### config.mk
export PLATFORM = sky130hd
export DESIGN_NAME = axil_reg_master
export DESIGN_NICKNAME = d
export VERILOG_FILES = /design/src/rtl/hpu_axil_pkg.sv /design/src/rtl/axil_reg_master.sv
export SDC_FILE = /design/constraint.sdc
export NUM_CORES = 1
export LEC_CHECK = 0
export BUFFER_PORTS_ARGS = -buffer_cell sky130_fd_sc_hd__buf_2
export CORE_MARGIN = 2
export CORE_UTILIZATION = 35
export CTS_BUF_LIST = sky130_fd_sc_hd__clkbuf_16
export DETAILED_ROUTE_END_ITERATION = 8
export PLACE_DENSITY = 0.68
export SLEW_MARGIN = 20
export SYNTH_ARGS = -nofsm -noshare
export SYNTH_HDL_FRONTEND = slang
export SYNTH_SLANG_ARGS = --single-unit
### constraint.sdc
create_clock -name clk -period 4.35 [get_ports clk]
set_clock_uncertainty 0.05 [all_clocks]
set_input_delay 0.6525 -clock clk [delete_from_list [all_inputs] [get_ports clk]]
set_output_delay 0.6525 -clock clk [all_outputs]
set_load 0.02 [all_outputs]
### src/rtl/hpu_axil_pkg.sv
// hpu_axil_pkg: shared state encoding and AXI4-Lite constants for the register master
package hpu_axil_pkg;
  typedef enum logic [2:0] {IDLE, WADDR, WRESP, RADDR, RDATA, RSP} state_t;
  localparam logic [1:0] RESP_OKAY = 2'b00;
  localparam logic [127:0] WSTRB_ALL = '1;
endpackage

### src/rtl/axil_reg_master.sv
// axil_reg_master: single-outstanding AXI4-Lite register initiator; define AXIL_MASTER_TIMEOUT_EN to abort stalled phases after TIMEOUT cycles
module axil_reg_master
  import hpu_axil_pkg::*;
#(
  parameter int ADDR_W  = 32,
  parameter int DATA_W  = 32,
  parameter int TIMEOUT = 255
) (
  input  logic                clk,
  input  logic                rst,
  input  logic                cmd_valid,
  output logic                cmd_ready,
  input  logic                cmd_write,
  input  logic [ADDR_W-1:0]   cmd_addr,
  input  logic [DATA_W-1:0]   cmd_wdata,
  output logic                rsp_valid,
  input  logic                rsp_ready,
  output logic [DATA_W-1:0]   rsp_rdata,
  output logic                rsp_err,
  output logic [ADDR_W-1:0]   M_AXI_AWADDR,
  output logic                M_AXI_AWVALID,
  input  logic                M_AXI_AWREADY,
  output logic [DATA_W-1:0]   M_AXI_WDATA,
  output logic [DATA_W/8-1:0] M_AXI_WSTRB,
  output logic                M_AXI_WVALID,
  input  logic                M_AXI_WREADY,
  input  logic [1:0]          M_AXI_BRESP,
  input  logic                M_AXI_BVALID,
  output logic                M_AXI_BREADY,
  output logic [ADDR_W-1:0]   M_AXI_ARADDR,
  output logic                M_AXI_ARVALID,
  input  logic                M_AXI_ARREADY,
  input  logic [DATA_W-1:0]   M_AXI_RDATA,
  input  logic [1:0]          M_AXI_RRESP,
  input  logic                M_AXI_RVALID,
  output logic                M_AXI_RREADY
);
  state_t state;
  logic [ADDR_W-1:0] addr_q;
  logic [DATA_W-1:0] data_q;
  logic aw_done, w_done, aw_nx, w_nx, tmo;
  assign aw_nx = aw_done | (M_AXI_AWVALID & M_AXI_AWREADY);
  assign w_nx = w_done | (M_AXI_WVALID & M_AXI_WREADY);
  assign cmd_ready = (state == IDLE);
  assign M_AXI_AWADDR = addr_q;
  assign M_AXI_ARADDR = addr_q;
  assign M_AXI_WDATA = data_q;
  assign M_AXI_WSTRB = WSTRB_ALL[DATA_W/8-1:0];
`ifdef AXIL_MASTER_TIMEOUT_EN
  localparam int CW = $clog2(TIMEOUT + 1);
  logic [CW-1:0] tmo_cnt;
  logic adv;
  assign adv = (state == WADDR && aw_nx && w_nx) || (state == RADDR && M_AXI_ARREADY);
  assign tmo = (state != IDLE) && (state != RSP) && (tmo_cnt == CW'(TIMEOUT - 1));
  // phase watchdog: restarts on every phase entry, counts cycles spent waiting on the slave
  always_ff @(posedge clk or posedge rst)
    if (rst) tmo_cnt <= '0;
    else tmo_cnt <= (state == IDLE || state == RSP || adv) ? '0 : tmo_cnt + 1'b1;
`else
  assign tmo = 1'b0;
`endif
  // transaction sequencer: one outstanding access, every channel and response output registered
  always_ff @(posedge clk or posedge rst) begin
    if (rst) begin
      state <= IDLE;
      addr_q <= '0;
      data_q <= '0;
      aw_done <= 1'b0;
      w_done <= 1'b0;
      M_AXI_AWVALID <= 1'b0;
      M_AXI_WVALID <= 1'b0;
      M_AXI_BREADY <= 1'b0;
      M_AXI_ARVALID <= 1'b0;
      M_AXI_RREADY <= 1'b0;
      rsp_valid <= 1'b0;
      rsp_rdata <= '0;
      rsp_err <= 1'b0;
    end else begin
      case (state)
        IDLE: if (cmd_valid) begin
          addr_q <= cmd_addr & ~ADDR_W'(3);
          data_q <= cmd_wdata;
          aw_done <= 1'b0;
          w_done <= 1'b0;
          rsp_rdata <= '0;
          rsp_err <= 1'b0;
          M_AXI_AWVALID <= cmd_write;
          M_AXI_WVALID <= cmd_write;
          M_AXI_ARVALID <= !cmd_write;
          state <= cmd_write ? WADDR : RADDR;
        end
        WADDR: begin
          aw_done <= aw_nx;
          w_done <= w_nx;
          M_AXI_AWVALID <= M_AXI_AWVALID && !M_AXI_AWREADY && !tmo;
          M_AXI_WVALID <= M_AXI_WVALID && !M_AXI_WREADY && !tmo;
          if (aw_nx && w_nx) begin
            M_AXI_BREADY <= 1'b1;
            state <= WRESP;
          end else if (tmo) begin
            rsp_err <= 1'b1;
            rsp_valid <= 1'b1;
            state <= RSP;
          end
        end
        WRESP: if (M_AXI_BVALID || tmo) begin
          M_AXI_BREADY <= 1'b0;
          rsp_err <= !M_AXI_BVALID || (M_AXI_BRESP != RESP_OKAY);
          rsp_valid <= 1'b1;
          state <= RSP;
        end
        RADDR: if (M_AXI_ARREADY || tmo) begin
          M_AXI_ARVALID <= 1'b0;
          M_AXI_RREADY <= M_AXI_ARREADY;
          rsp_err <= !M_AXI_ARREADY;
          rsp_valid <= !M_AXI_ARREADY;
          state <= M_AXI_ARREADY ? RDATA : RSP;
        end
        RDATA: if (M_AXI_RVALID || tmo) begin
          M_AXI_RREADY <= 1'b0;
          rsp_rdata <= M_AXI_RVALID ? M_AXI_RDATA : '0;
          rsp_err <= !M_AXI_RVALID || (M_AXI_RRESP != RESP_OKAY);
          rsp_valid <= 1'b1;
          state <= RSP;
        end
        RSP: if (rsp_ready) begin
          rsp_valid <= 1'b0;
          state <= IDLE;
        end
        default: state <= IDLE;
      endcase
    end
  end
endmodule

==> results.sh, run 1 <==
export IMPL_cp_max_fo=63
export IMPL_final_common_cell="buf_2"
export IMPL_period_share_pct=51.40
export IMPL_hpwl_um=7713
export IMPL_drv_cap=0
export IMPL_place_congestion=0.8195
export IMPL_wl_per_cell_um=14.52
export IMPL_slew_headroom_pct=36.51
export IMPL_grt_pass1_wl_um=15390
export IMPL_hold_end="M_AXI_WDATA[9]"
export IMPL_rsz0062_at_grt="no"
export IMPL_drive_above_1_share_pct=50.19
export IMPL_die_area_mm2=0.01371
export IMPL_syn_area_mm2=0.004476
export IMPL_postLayoutCellArea_mm2=0.005847
export IMPL_ctsResizeCount=0
export IMPL_yosysSeqAreaShare_pct=59.27
export IMPL_cts_sinks=106
export IMPL_powerDensity_mw_per_mm2=847.3
export IMPL_min_from="M_AXI_WDATA[9]"
export IMPL_reg2reg_depth=4
export IMPL_ant_nets=0
export IMPL_io_buffer_count=239
export IMPL_synth_ff_type="dfrtp_1"
export IMPL_critPathBufInv=1
export IMPL_hp_class="flip-flop to flip-flop"
export IMPL_maxSlewViolCount=0
export IMPL_vias=3238
export IMPL_critical_path_top_delay_family="buffers and inverters"
export IMPL_critPathArrivalTime_ns=2.42
export IMPL_start_util_pct=35.61
export IMPL_postCtsHoldBufs=0
export IMPL_pin_count=250
export IMPL_vias_per_cell=4.580
export IMPL_dpl_cell_area_mm2=0.005519
export IMPL_worst_pin_slew_ns=0.9524
export IMPL_reg2reg_from="state[2]"
export IMPL_final_cell_mix="buf_2 (239), dfrtp_1 (106), mux2_1 (60), a22o_1 (35), clkbuf_16 (9)"
export IMPL_crit_path_start_kind="flip-flop"
export IMPL_rr_endpoint="M_AXI_WDATA[30]"
export IMPL_cp_slowest_cell="buf_4"
export IMPL_grtUsageTotal_pct=14.66
export IMPL_hold_depth=1
export IMPL_async_reset_ff_share_pct=100.0
export IMPL_yosysWarnings=0
export IMPL_nets=640
export IMPL_post_cts_buffers=0
export IMPL_critPathKind="flip-flop to flip-flop"
export IMPL_yosys_cell_types_count=37
export IMPL_max_freq_mhz=447.3
export IMPL_numCtsBuffers=9
export IMPL_drc=0
export IMPL_grt_ovfl_total=0
export IMPL_nFillCells=1159
export IMPL_final_min_clock_period_ns=2.236
export IMPL_routed_wl_um=10270
export IMPL_cts_tree="yes"
export IMPL_synth_seq_cells=106
export IMPL_peakVddDrop_uv=441.3
export IMPL_fp_coreArea_mm2=0.01257
export IMPL_drt_iter0_markers=119
export IMPL_cp_required_ns=4.53
export IMPL_clk_path_buf_depth=2
export IMPL_final_hold_violation_count=0
export IMPL_status="finished clean"
export IMPL_worstSkewPairLatency_ns=0.34
export IMPL_synth_edf_count=0
export IMPL_setup_tns_ns=0
export IMPL_setup_violations=0
export IMPL_ff2ff_setup_slack_ns=2.11
export IMPL_synthCells=325
export IMPL_grt_pass1_vias=3167
export IMPL_syn_avg_cell_area_um2=13.77
export IMPL_total_power_mw=4.954
export IMPL_die_x_um=117.1
export IMPL_utilization_pct=46.52
export IMPL_cts_root_buf="clkbuf_16"
export IMPL_row_count=41
export IMPL_path_cells="nor3_2 -> and2_2 -> buf_4 -> mux2_2"
export IMPL_h_tree_depth=3
export IMPL_first_pass_iters=4
export IMPL_path_clk_slew_ns=0.07
export IMPL_grt_max_degree=79
export IMPL_end_kind="flip-flop"
export IMPL_dieHeight_um=117.1
export IMPL_syn2layout_area_growth_pct=30.64
export IMPL_antenna_found_initial=1
export IMPL_max_stage_delay_ns=0.62
export IMPL_p_leak_nw=3.040
==> worst reg2reg max path, cell delays in order, from the launching register on <==
cell and delay (ns):
dfrtp_1 0.57, nor3_2 0.26, and2_2 0.16, buf_4 0.62, mux2_2 0.47
==> state kept, by name (all words and copies together), names as in the netlist <==
name,flops
M_AXI_WDATA,32
rsp_rdata,32
M_AXI_BREADY,1
M_AXI_AWVALID,1
rsp_valid,1
w_done,1
state,3
aw_done,1
M_AXI_ARADDR,30
M_AXI_ARVALID,1
M_AXI_RREADY,1
rsp_err,1
M_AXI_WVALID,1
==> layout make-up <==
| type | instances | area, um^2 | area share [%] |
|---|---|---|---|
| Tap cell | 172 | 215.2 | 3.681 |
| Antenna cell | 1 | 2.502 | 0.04280 |
| Sequential cell | 106 | 2653 | 45.37 |
| Multi-Input combinational cell | 163 | 1400 | 23.95 |
| Clock inverter | 7 | 100.1 | 1.712 |
| Clock buffer | 9 | 225.2 | 3.852 |
| Timing Repair Buffer | 243 | 1226 | 20.97 |
| Inverter | 6 | 25.02 | 0.4280 |
==> stage by stage <==
| stage | hold slack, ns | std cells | setup WS, ns |
|---|---|---|---|
| 2_1_floorplan | 0.4133 | 331 | 0.8586 |
| 3_3_place_gp | 0.4130 | 690 | 2.147 |
| 5_1_grt | 0.4496 | 707 | 1.953 |
| 3_5_place_dp | 0.4195 | 690 | 2.126 |
| 4_1_cts | 0.4362 | 706 | 2.113 |
| 6_report | 0.4324 | 707 | 2.114 |
==> cells in the mapped netlist, types with 2 or more instances <==
cell	n	share of area [%]
a31oi_1	3	0.42
buf_6	8	2.0
mux2i_1	2	0.45
dfrtp_1	106	59
o21ai_0	6	0.67
inv_1	5	0.42
nor3_1	2	0.22
mux2_1	60	15
a21oi_1	7	0.78
nor2_1	7	0.59
buf_2	9	1.0
conb_1	2	0.17
nand2_1	7	0.59
nand2b_1	3	0.42
o211ai_1	2	0.34
buf_4	38	6.4
mux2_2	3	0.75
o31ai_1	2	0.34
a22o_1	35	6.8
==> power by group <==
group          switching, mW  internal [mW]
clock network          0.368          0.511
registers              0.309           1.47
logic                   1.41          0.886
==> per-layer routing <==
layer / wire length, um / global-route usage (%)
met3: 723 / 4.840
met4: 148 / 5.333
met2: 5197 / 25.09
met1: 4198 / 17.26
met5: 0 / 0
==> how the worst max path moves through the flow <==
| stage | start | endpoint | slack, ns | cells after the start |
|---|---|---|---|---|
| after floorplan | rst | M_AXI_ARADDR[10] | 0.86 | 1 |
| after global placement | state[2] | M_AXI_WDATA[30] | 2.15 | 4 |
| after detailed placement | state[2] | M_AXI_WDATA[30] | 2.13 | 4 |
| after CTS | state[2] | M_AXI_ARADDR[9] | 2.11 | 4 |
| after global routing | state[2] | M_AXI_WDATA[22] | 1.95 | 4 |
| final | state[2] | M_AXI_WDATA[30] | 2.11 | 4 |
==> kinds of logic (layout without fill, tap and decap cells) <==
| kind of cell | after synthesis | after routing | synth area share [%] |
|---|---|---|---|
| compound gates | 62 | 62 | 10.82 |
| mux | 65 | 65 | 16.30 |
| flops | 106 | 106 | 59.27 |
| fa+ha+maj | 1 | 1 | 0.2795 |
| other cells | 2 | 9 | 0.1678 |
| buf+inv | 62 | 265 | 9.980 |
| simple gates | 27 | 27 | 3.188 |
Note: power is estimated with default switching activity, not from simulation.
==> run 2, diff against run 1 <==
--- a/config.mk
+++ b/config.mk
@@ -5,12 +5,13 @@
 export SDC_FILE = /design/constraint.sdc
 export NUM_CORES = 1
 export LEC_CHECK = 0
+export ABC_AREA = 1
 export BUFFER_PORTS_ARGS = -buffer_cell sky130_fd_sc_hd__buf_2
 export CORE_MARGIN = 2
 export CORE_UTILIZATION = 35
 export CTS_BUF_LIST = sky130_fd_sc_hd__clkbuf_16
 export DETAILED_ROUTE_END_ITERATION = 8
-export PLACE_DENSITY = 0.68
+export PLACE_DENSITY = 0.67
 export SLEW_MARGIN = 20
 export SYNTH_ARGS = -nofsm -noshare
 export SYNTH_HDL_FRONTEND = slang
==> constraint.sdc (replaced) <==
create_clock -name clk -period 2.1 [get_ports clk]
set_clock_uncertainty 0.05 [all_clocks]
set_input_delay 0.315 -clock clk [delete_from_list [all_inputs] [get_ports clk]]
set_output_delay 0.315 -clock clk [all_outputs]
set_load 0.02 [all_outputs]
==> results.sh, run 2 <==
export IMPL_syn2layout_area_growth_pct=27.74
export IMPL_p_int_mw=5.142
export IMPL_slew_headroom_pct=58.18
export IMPL_grtUsageTotal_pct=17.07
export IMPL_antenna_found_initial=0
export IMPL_ant_nets=0
export IMPL_reg2reg_depth=6
export IMPL_p_leak_nw=3.735
export IMPL_status="finished clean"
export IMPL_ff2ff_setup_slack_ns=0.40
export IMPL_final_cell_mix="nand2_1 (258), buf_2 (239), dfrtp_1 (106), nand3_1 (50), o21ai_0 (39)"
export IMPL_synthCells=568
export IMPL_cts_root_buf="clkbuf_16"
export IMPL_dp_cells=931
export IMPL_cp_max_fo=9
export IMPL_pin_count=250
export IMPL_critPathKind="flip-flop to output port"
export IMPL_clk_path_buf_depth=2
export IMPL_synth_most_common_cell="nand2_1"
export IMPL_netlist_area_leader_share_pct=55.53
export IMPL_path_clk_slew_ns=0.07
export IMPL_setup_violations=0
export IMPL_hold_ws_ns=0.03086
export IMPL_cp_required_ns=1.74
export IMPL_synth_seq_cells=106
export IMPL_io_buffer_count=239
export IMPL_rr_endpoint="M_AXI_ARADDR[11]"
export IMPL_grt_pass1_vias=3998
export IMPL_crit_start="state[1]"
export IMPL_insertedDiodeCount=0
export IMPL_wl_per_cell_um=12.96
export IMPL_h_tree_depth=3
export IMPL_setup_tns_ns=0
export IMPL_clkPwrFrac_pct=16.1
export IMPL_yosysWarnings=0
export IMPL_reg2reg_from="state[2]"
export IMPL_crit_path_start_kind="flip-flop"
export IMPL_row_count=42
export IMPL_synth_ff_type="dfrtp_1"
export IMPL_drt_iter0_markers=190
export IMPL_final_common_cell="nand2_1"
export IMPL_critPathArrivalTime_ns=1.37
export IMPL_maxSlewViolCount=0
export IMPL_end_kind="output port"
export IMPL_start_util_pct=35.93
export IMPL_syn_avg_cell_area_um2=8.410
export IMPL_synth_edf_count=0
export IMPL_regArea_mm2=0.002653
export IMPL_async_reset_ff_share_pct=100.0
export IMPL_drv_cap=0
export IMPL_fp_coreArea_mm2=0.01330
export IMPL_grt_max_degree=107
export IMPL_place_congestion=0.7950
export IMPL_layout_setup_ws_ns=0.3601
export IMPL_final_min_clock_period_ns=1.740
export IMPL_postLayoutCellArea_mm2=0.006102
export IMPL_period_share_pct=82.85
export IMPL_yosys_cell_types_count=26
export IMPL_worst_pin_slew_ns=0.6273
export IMPL_cts_sinks=106
export IMPL_final_hold_violation_count=0
export IMPL_yosys_area_top_type="dfrtp_1"
export IMPL_dpl_cell_area_mm2=0.005831
export IMPL_grt_ovfl_total=0
export IMPL_cts_tree="yes"
export IMPL_vias=4291
export IMPL_instances_no_fill=947
export IMPL_dieHeight_um=120.8
export IMPL_ctsResizeCount=0
export IMPL_vias_per_cell=4.531
export IMPL_multi_input_area_mm2=0.001580
export IMPL_grt_pass1_wl_um=19810
export IMPL_hpwl_um=8853
export IMPL_die_x_um=120.8
export IMPL_post_cts_buffers=0
export IMPL_first_pass_iters=6
export IMPL_synth_common_cells="nand2_1 (258), dfrtp_1 (106), nand3_1 (50)"
export IMPL_p_switching_mw=4.522
export IMPL_routed_wl_um=12270
export IMPL_hp_class="input port to async pin"
export IMPL_switching_share_pct=46.79
export IMPL_max_freq_mhz=574.7
export IMPL_p_comb_share_pct=48.4
export IMPL_die_area_mm2=0.01460
export IMPL_syn_area_mm2=0.004777
export IMPL_place_ws_ns=0.3909
export IMPL_numCtsBuffers=9
export IMPL_drive_above_1_share_pct=34.89
export IMPL_yosysSeqAreaShare_pct=55.53
export IMPL_postCtsHoldBufs=0
export IMPL_peakVddDrop_uv=514.3
export IMPL_powerDensity_mw_per_mm2=1584
export IMPL_seq_power_share_pct=35.5
export IMPL_worstSkewPairLatency_ns=0.35
export IMPL_synthTopCellsByArea="dfrtp_1 (56%), nand2_1 (20%), buf_4 (7.5%)"
export IMPL_drc=0
export IMPL_rsz0062_at_grt="no"
export IMPL_nets=877
export IMPL_nFillCells=1357
==> run 2: changes by cell type in the layout (fill, tap and decap cells not counted), sizes merged, moves of 6 or more <==
cell and delta:
a22o -35, mux2 -63, o21ai +35, nor2 +6, nand2 +252, nand3 +49
inv +15
==> run 2: cell type report <==
class	count	share of cell area (%)
sequential	106	43.47
clock inverter	7	0.7587
clock buffer	9	3.691
tap	176	3.609
inverter	24	1.579
multi-input combinational	378	25.90
timing repair buffer	247	21.00
==> run 2: per-layer routing <==
layer / track usage, % / wire, um
met1: 21.41 / 5185
met2: 28.09 / 5804
met3: 4.340 / 1041
met4: 6.831 / 237
met5: 0 / 0
==> run 2: how the worst max path moves through the flow <==
stage	endpoint	slack, ns	cells past startpoint
finish	cmd_ready	0.36	4
global route	M_AXI_WDATA[24]	0.22	6
CTS	cmd_ready	0.34	4
detailed placement	M_AXI_ARVALID	0.39	5
global placement	M_AXI_ARVALID	0.38	5
floorplan	M_AXI_ARADDR[10]	0.46	1
==> run 2: power by group through the flow <==
stage	clock, mW	sequential (mW)	combinational (mW)
floorplan	0	4.40	2.54
global placement	0	3.42	4.70
detailed placement	0	3.45	4.74
CTS	1.62	3.43	4.73
global route	1.70	3.54	5.19
finish	1.56	3.43	4.68
==> run 2: through the flow <==
stage / util [%] / power, mW
6_report: 45.90 / 9.664
5_1_grt: 45.90 / 10.43
4_1_cts: 45.90 / 9.788
3_5_place_dp: 43.85 / 8.188
3_3_place_gp: 43.85 / 8.113
2_1_floorplan: - / 6.938
==> run 2: critical path, cell delays in order, from the launching register on <==
cell and delay [ns]:
dfrtp_1 0.50, nor2_4 0.19, nand2_2 0.12, inv_1 0.06
buf_2 0.15
==> run 2: logic make-up after synthesis <==
kind of cell / Yosys count / share of synthesized area (%)
buffers and inverters: 90 / 11.86
AOI/OAI and AO/OA: 44 / 4.610
other: 2 / 0.1572
adders and majority gates: 1 / 0.2619
and+or+nand+nor: 325 / 27.58
DFF: 106 / 55.53
